[src/rtl/trail_painter.sv]
// Trail-RAM collision/paint engine: reads each pixel of an 8x8 head cell, flags hits, paints player_id.
// Latency: step = 67 cycles start->done (2 for out-of-bounds cell); full clear = H_RES*V_RES+1 cycles.
// Backpressure: none; start is ignored while busy, clear aborts a step and restarts as a full RAM clear.
module trail_painter #(
  parameter int CELL        = 8,
  parameter int H_RES       = 640,
  parameter int V_RES       = 480,
  parameter int ARENA_MIN_X = 16,
  parameter int ARENA_MAX_X = 623,
  parameter int ARENA_MIN_Y = 16,
  parameter int ARENA_MAX_Y = 463
) (
  input  logic        VGA_CLK,
  input  logic        reset,
  input  logic        start,
  input  logic        clear,
  input  logic [9:0]  cell_x,
  input  logic [9:0]  cell_y,
  input  logic [7:0]  player_id,
  output logic        busy,
  output logic        done,
  output logic        collision,
  output logic [18:0] rd_addr,
  input  logic [7:0]  rd_data,
  output logic [18:0] wr_addr,
  output logic [7:0]  wr_data,
  output logic        wren
);

  typedef enum logic [2:0] {
    IDLE  = 3'd0,
    CHECK = 3'd1,
    SCAN  = 3'd2,
    CLEAR = 3'd3,
    DONE  = 3'd4
  } state_t;

  localparam logic [18:0] STRIDE    = 19'(H_RES);
  localparam logic [18:0] LAST_ADDR = 19'(H_RES * V_RES - 1);
  localparam logic [10:0] SPAN      = 11'(CELL - 1);

  state_t      r_state;
  state_t      w_state_nxt;

  logic [9:0]  r_x;
  logic [9:0]  r_y;
  logic [7:0]  r_id;
  // Scan index: 0..63 issue reads, 64 is the final write-only cycle.
  logic [6:0]  r_k;
  logic        r_collision;
  logic [18:0] r_rd_addr;
  logic [18:0] r_wr_addr;
  logic [7:0]  r_wr_data;
  logic        r_wren;

  logic [10:0] w_x11;
  logic [10:0] w_y11;
  logic        w_oob;
  logic [5:0]  w_pix;
  logic [18:0] w_row;
  logic [18:0] w_pix_addr;

  // Bounds test on the latched cell, 11 bits wide so x+7 / y+7 cannot wrap.
  assign w_x11 = {1'b0, r_x};
  assign w_y11 = {1'b0, r_y};
  assign w_oob = (w_x11 < 11'(ARENA_MIN_X)) || ((w_x11 + SPAN) > 11'(ARENA_MAX_X)) ||
                 (w_y11 < 11'(ARENA_MIN_Y)) || ((w_y11 + SPAN) > 11'(ARENA_MAX_Y));

  // Address of the next pixel to read: pixel 0 from CHECK, pixel k+1 while scanning.
  assign w_pix      = (r_state == SCAN) ? (r_k[5:0] + 6'd1) : 6'd0;
  assign w_row      = {9'd0, r_y} + {16'd0, w_pix[5:3]};
  assign w_pix_addr = (w_row * STRIDE) + {9'd0, r_x} + {16'd0, w_pix[2:0]};

  // State register.
  always_ff @(posedge VGA_CLK) begin
    if (reset) begin
      r_state <= IDLE;
    end else begin
      r_state <= w_state_nxt;
    end
  end

  // Next-state logic; clear wins over start and aborts CHECK/SCAN.
  always_comb begin
    w_state_nxt = r_state;
    unique case (r_state)
      IDLE, DONE: begin
        if (clear)      w_state_nxt = CLEAR;
        else if (start) w_state_nxt = CHECK;
        else            w_state_nxt = IDLE;
      end
      CHECK: begin
        if (clear)      w_state_nxt = CLEAR;
        else if (w_oob) w_state_nxt = DONE;
        else            w_state_nxt = SCAN;
      end
      SCAN: begin
        if (clear)        w_state_nxt = CLEAR;
        else if (r_k[6])  w_state_nxt = DONE;
      end
      CLEAR: begin
        if (r_wr_addr == LAST_ADDR) w_state_nxt = DONE;
      end
      default: w_state_nxt = IDLE;
    endcase
  end

  // Datapath: latch the cell, pipeline read->write by one cycle, run the clear counter.
  always_ff @(posedge VGA_CLK) begin
    if (reset) begin
      r_x         <= '0;
      r_y         <= '0;
      r_id        <= '0;
      r_k         <= '0;
      r_collision <= 1'b0;
      r_rd_addr   <= '0;
      r_wr_addr   <= '0;
      r_wr_data   <= '0;
      r_wren      <= 1'b0;
    end else if ((w_state_nxt == CLEAR) && (r_state != CLEAR)) begin
      // Entering CLEAR: any pending paint write is replaced by the first zero write.
      r_wren      <= 1'b1;
      r_wr_addr   <= '0;
      r_wr_data   <= '0;
      r_collision <= 1'b0;
    end else begin
      unique case (r_state)
        IDLE, DONE: begin
          r_wren <= 1'b0;
          if (w_state_nxt == CHECK) begin
            r_x  <= cell_x;
            r_y  <= cell_y;
            r_id <= player_id;
          end
        end
        CHECK: begin
          r_k <= '0;
          if (w_oob) begin
            r_collision <= 1'b1;
          end else begin
            r_collision <= 1'b0;
            r_rd_addr   <= w_pix_addr;
          end
        end
        SCAN: begin
          // rd_data belongs to the address now being written.
          if (r_wren && (rd_data != 8'h00)) r_collision <= 1'b1;
          if (!r_k[6]) begin
            r_wren    <= 1'b1;
            r_wr_addr <= r_rd_addr;
            r_wr_data <= r_id;
            if (r_k != 7'd63) r_rd_addr <= w_pix_addr;
          end else begin
            r_wren <= 1'b0;
          end
          r_k <= r_k + 7'd1;
        end
        CLEAR: begin
          if (r_wr_addr == LAST_ADDR) r_wren <= 1'b0;
          else                        r_wr_addr <= r_wr_addr + 19'd1;
        end
        default: r_wren <= 1'b0;
      endcase
    end
  end

  assign busy      = (r_state == CHECK) || (r_state == SCAN) || (r_state == CLEAR);
  assign done      = (r_state == DONE);
  assign collision = r_collision;
  assign rd_addr   = r_rd_addr;
  assign wr_addr   = r_wr_addr;
  assign wr_data   = r_wr_data;
  assign wren      = r_wren;

endmodule

[config.mk]
export PLATFORM = sky130hd
export DESIGN_NAME = trail_painter
export DESIGN_NICKNAME = d
export VERILOG_FILES = /design/src/rtl/trail_painter.sv
export SDC_FILE = /design/constraint.sdc
export NUM_CORES = 1
export LEC_CHECK = 0
export CAP_MARGIN = 25
export CORE_ASPECT_RATIO = 0.9
export CORE_MARGIN = 2
export CORE_UTILIZATION = 45
export DETAILED_ROUTE_END_ITERATION = 8
export DONT_BUFFER_PORTS = 1
export GPL_TIMING_DRIVEN = 0
export PLACE_DENSITY = 0.69
export SLEW_MARGIN = 20
export SYNTH_ARGS = -nofsm -noshare
export SYNTH_HDL_FRONTEND = slang
export SYNTH_SLANG_ARGS = --single-unit
[constraint.sdc]
create_clock -name VGA_CLK -period 5.7 [get_ports VGA_CLK]
set_input_delay 1.425 -clock VGA_CLK [delete_from_list [all_inputs] [get_ports VGA_CLK]]
set_output_delay 1.425 -clock VGA_CLK [all_outputs]
set_load 0.01 [all_outputs]
=== Yosys cells after proc, flatten, opt, wreduce, memory -nomap -nowiden ===
Index checks and enable logic that the tools add are counted.

* Word-level logic and storage cells: 85
* Register bits after elaboration: 86
* Output and inout port bits: 50

* Add/subtract/negate cells: 8
* Bitwise operators: 2
* Reductions and logical operators: 20
* $mul: 1
* $lt $le $gt $ge: 4
* Eq/ne operators: 16
* Multiplexer cells: 24

{| class="wikitable"
|+ Operators by type and width
! kind !! number
|-
| 2-to-1 mux 19 bit || 5
|-
| one-hot mux 19 bit (2 select lines) || 2
|-
| adder 10 x 3 -> 11 bit, second input constant || 2
|-
| less-than comparator 10 x 5 -> 1 bit, second input constant || 2
|-
| adder 19 x 1 -> 19 bit, second input constant || 1
|-
| adder 19 x 10 -> 19 bit || 1
|-
| adder 19 x 3 -> 19 bit || 1
|-
| equality test 19 bit, second input constant || 1
|-
| 2-to-1 mux 3 bit || 5
|-
| one-hot mux 7 bit (2 select lines) || 1
|-
| multiplier 11 x 3 -> 12 bit, second input constant || 1
|-
| inequality test 2 bit, second input constant || 6
|-
| one-hot mux 3 bit (4 select lines) || 1
|-
| adder 10 x 3 -> 11 bit || 1
|-
| greater-than comparator 11 x 10 -> 1 bit, second input constant || 1
|-
| greater-than comparator 11 x 9 -> 1 bit, second input constant || 1
|-
| equality test 3 x 2 -> 1 bit, second input constant || 3
|-
| AND reduction 2 bit || 4
|-
| nonzero test 8 bit || 1
|-
| adder 7 x 1 -> 7 bit, second input constant || 1
|-
| inequality test 7 x 6 -> 1 bit, second input constant || 1
|-
| adder 6 x 1 -> 6 bit, second input constant || 1
|-
| equality test 3 x 1 -> 1 bit, second input constant || 2
|-
| 2-to-1 mux 1 bit || 6
|-
| other kinds (15) || 24
|}

=== Depth between registers and ports, before layout ===
* Word-level depth: 12
* Mapped depth: 21

=== Worst setup path before layout ===
OpenSTA, ideal clock, no wires.

* Path kind: register to register
* Start point: register r_state[2]
* End point: register r_rd_addr[16] (netlist: rd_addr[16])
* Stages on the path, launching flop included: 18
* Setup time: 0.091 ns
* Data arrival time: 4.527 ns
* Required time: 5.609 ns
* Path slack: 1.082 ns
* Buffers on the path: 2
* Cells stage by stage: dfxtp_1 -> clkbuf_1 -> or3b_2 -> clkbuf_1 -> nor2_1 -> ha_1 -> a21o_1 -> a21oi_1 -> xnor2_1 -> ha_1 -> ha_1 -> fa_1 -> a211o_1 -> and3_1 -> nor4_2 -> o21ai_0 -> or3_1 -> a311oi_1

* Cells in the longest elaborated chain, start to end: 9

{| class="wikitable"
|+ RTL lines
! element !! RTL line !! RTL
|-
| start: declaration || 42 || <nowiki>state_t r_state;</nowiki>
|-
| start signal: assignment || 79 || <nowiki>r_state <= w_state_nxt;</nowiki>
|-
| equality test 3 x 2 -> 1 bit * || 70 || <nowiki>assign w_pix = (r_state == SCAN) ? (r_k[5:0] + 6'd1) : 6'd0;</nowiki>
|-
| 2-to-1 mux 6 bit * || 70 ||
|-
| via w_pix[4] || 59 || <nowiki>logic [5:0] w_pix;</nowiki>
|-
| adder 10 x 3 -> 11 bit * || 71 || <nowiki>assign w_row = {9'd0, r_y} + {16'd0, w_pix[5:3]};</nowiki>
|-
| multiplier 11 x 3 -> 12 bit * || 72 || <nowiki>assign w_pix_addr = (w_row * STRIDE) + {9'd0, r_x} + {16'd0, w_pix[2:0]};</nowiki>
|-
| adder 19 x 10 -> 19 bit * || 72 ||
|-
| adder 19 x 3 -> 19 bit * || 72 ||
|-
| 2-to-1 mux 19 bit || 152 || <nowiki>if (r_k != 7'd63) r_rd_addr <= w_pix_addr;</nowiki>
|-
| 2-to-1 mux 19 bit || 148 || <nowiki>if (!r_k[6]) begin</nowiki>
|-
| one-hot mux 19 bit (2 select lines) * || 127 || <nowiki>unique case (r_state)</nowiki>
|-
| end signal: assignment || 142 || <nowiki>r_rd_addr <= w_pix_addr;</nowiki>
|-
| end signal: assignment || 152 ||
|-
| end: declaration || 51 || <nowiki>logic [18:0] r_rd_addr;</nowiki>
|}

The timed path passes the listed nets; every way through them passes the cells marked *. The select of a mux whose other input is x is not followed.
A chain may end at the register's enable or synchronous reset.

=== Worst setup path in the final report ===
Same ends and word-level chain as after synthesis.

==> impl_metrics.yaml <==
setup_path:
  critPathRequiredTime_ps: 5970
  cp_slowest_cell: "or3b_2"
  critPathKind: "reg -> reg"
  end_kind: "register"
  crit_family: "simple AND/OR/NAND/NOR gates"
  cp-start-kind: "register"
  worstPathCellList: "clkbuf_1 > or3b_2 > clkbuf_1 > nor2_1 > ha_1 > inv_1 > fa_1 > inv_1 > a21o_1 > nand2_1 > xnor2_1 > ha_1 > fa_1 > a211o_1 > and3_1 > nor4_2 > o21ai_0 > or3_1 > a311oi_1"
  cp_max_fo: 10
  crit_buf_inv: 4
  crit_arrival_ps: 5470
  max_stage_delay_ps: 470
clock_network:
  cts_htree_levels: 3
  clk_pin_slew_worst_paths_ps: 60
  cts_setup_buffers: 0
  cts-resized-gates: 0
  cts.sinks: 86
  cts_hold_repair.buffers: 0
  cts-root-buf: "clkbuf_16"
  worstSkewPairLatency_ps: 360
  cts_tree: "yes"
  clockBufferDepth: 2
  cts_made_buffers: 9
synthesis:
  synth_top_area_share: 0.307
  ys_types: 69
  synth.area.top_cells: "dfxtp_1 (31%), ha_1 (7.1%), mux2i_1 (5.9%)"
  synth_seq_area_share: 0.307
  ys.flop_type: "dfxtp_1"
  yosys.area.top_type: "dfxtp_1"
  ys_warn_count: 0
  synth-seq-cells: 86
  async_reset_ff_frac: 0
  syn_inst: 686
  synth_edf_count: 0
  synthesis.area_mm2: 0.00561
  syn-num-nets: 761
  synth_area_per_cell_um2: 8.18
global_route:
  grt_busiest_layer: "met2"
  track_usage: 0.238
  overflow: 0
  grtUsageMet3: 0.0565
  grt_max_degree: 15
  antenna_found_initial: 0
  use_met1: 0.315
  grtUsageMet2: 0.380
  grt_pass1_wl_um: 25000
  grt_pass1_vias: 4908
timing:
  finalSetupViolations: 0
  max_freq_mhz: 192
  hold_violations: 0
  min_period_ps: 5200
  finClkSkew_ps: 10.2
  setup_tns_ps: 0
  report.final.slew_viol_count: 0
  worstMarginPinSlew_ps: 810
  fin_crit_sh: 0.912
  rsz0062_at_grt: "no"
  slew_headroom: 0.459
pwr:
  switching_share: 0.286
  p_sw_mw: 0.471
  ir_drop_uv: 244
  seqPwrFrac: 0.409
  power.share.clock: 0.417
  cellLeakagePower_nw: 2.28
  powerDensity_mw_per_mm2: 268
  p_comb_frac: 0.174
  cellInternalPower_mw: 1.18
final_layout:
  fin_nets: 772
  layout_commonest_cell: "nor2_1"
  multi_input_area_mm2: 0.00363
  final_cell_mix: "nor2_1 (88), dfxtp_1 (86), nand2_1 (56)"
  drive_gt1_frac: 0.0769
  seqCellArea_mm2: 0.00172
  antennaDiodeCount: 0
  final_cells: 862
  area_growth_pct: 9.79
  fillCellCount: 1184
worst_hold_path:
  holdCritPathClass: "reg -> reg"
placement:
  place_congestion: 0.886
  portBuffers: 0
  place_inst: 846
  dp_hpwl_um: 11900
route:
  ant_nets: 0
  wl_per_cell_um: 18.3
  routed_via_density: 6.03
  drtPass1Iterations: 4
  routed_wl_um: 15800
  drc: 0
  drt_iter0_drc: 474
  via_count: 5194
floorplanning:
  rows: 38
  initial_core_util: 0.463
  die_h_um: 110
  dieArea_mm2: 0.0134
  num_io_pins: 90
  die_x_um: 122
  core_area_mm2: 0.0121
job:
  cap_viol_max_count: 0
outcome:
  status: "finished, final reports clean"
-- worst reg2reg max path, cell delays in order, from the launching register on --
cell	delay, ps
dfxtp_1	310
clkbuf_1	190
or3b_2	470
clkbuf_1	210
nor2_1	200
ha_1	190
inv_1	60
fa_1	410
inv_1	70
a21o_1	150
nand2_1	70
xnor2_1	220
ha_1	310
fa_1	470
a211o_1	320
and3_1	220
nor4_2	370
o21ai_0	210
or3_1	410
a311oi_1	250
-- kinds of logic (layout without fill, tap and decap cells) --
family | count (synthesis) | in the layout | share of synthesized area
buffers and inverters | 62 | 78 | 0.0473
XOR/XNOR | 34 | 34 | 0.0555
AO/OA/AOI/OAI | 178 | 178 | 0.221
adder cells (fa/ha/maj) | 35 | 35 | 0.0820
multiplexers | 33 | 33 | 0.0589
AND/OR/NAND/NOR | 258 | 258 | 0.229
flip-flops | 86 | 86 | 0.307
-- final timing paths --
| check | cells past startpoint | startpoint | to | slack [ps] |
|---|---|---|---|---|
| max | 19 | r_state[2]$_SDFF_PP0_ | rd_addr[16]$_SDFFE_PP0P_ | 500 |
| min | 2 | r_id[4]$_SDFFE_PP0P_ | wr_data[4]$_SDFFE_PP0P_ | 460 |
| max reg2reg | 19 | r_state[2]$_SDFF_PP0_ | rd_addr[16]$_SDFFE_PP0P_ | 500 |
| min reg2reg | 2 | r_id[4]$_SDFFE_PP0P_ | wr_data[4]$_SDFFE_PP0P_ | 460 |
-- registers in the layout (all words and copies together), names as in the netlist --
register / flops
wr_addr: 19
r_id: 8
rd_addr: 19
r_k: 7
wr_data: 8
r_x: 10
collision: 1
r_state: 3
r_y: 10
wren: 1
-- synthesized netlist by cell type (9+ instances only) --
cell type and number:
nor2_1 88, dfxtp_1 86, nand2_1 56, a21oi_1 48, mux2i_1 33, ha_1 32, o21ai_0 32, clkbuf_1 27
inv_1 19, xnor2_1 18, and3_1 17, nand4_1 16, nor3_1 16, xor2_1 15, nand3_1 14, a31oi_1 12
a211oi_1 11, o31ai_1 10, a211oi_2 9, a22oi_1 9
-- layer usage --
layer / vias to the layer above / routed length (um)
li1: 2529 / -
met1: 2499 / 7330
met2: 143 / 7220
met3: 23 / 879
met4: 0 / 327
met5: - / 0
-- per-stage QoR --
step                      total power, mW  setup WS (ps)   util  cell area (um2)  hold WS [ps]
after global routing                 1.72            199  0.508             6160           479
final                                1.65            500  0.508             6160           458
after global placement              0.959            595  0.479             5810           437
after floorplan                     0.895           1080      -             5610           431
after detailed placement            0.968            544  0.479             5810           448
after CTS                            1.66            504  0.508             6160           457
-- final cells by class --
class,count,share of cell area
tap,160,0.0325
multi-input combinational,538,0.588
buffer,43,0.0315
clock buffer,11,0.0394
clock inverter,5,0.0173
inverter,19,0.0116
sequential,86,0.279
-- power by group through the flow --
stage | logic (mW) | clock network, mW | registers [mW]
floorplan | 0.222 | 0 | 0.673
global placement | 0.272 | 0 | 0.687
detailed placement | 0.279 | 0 | 0.689
CTS | 0.282 | 0.698 | 0.675
global route | 0.317 | 0.722 | 0.679
finish | 0.287 | 0.689 | 0.675
(Power assumes the default switching activity.)
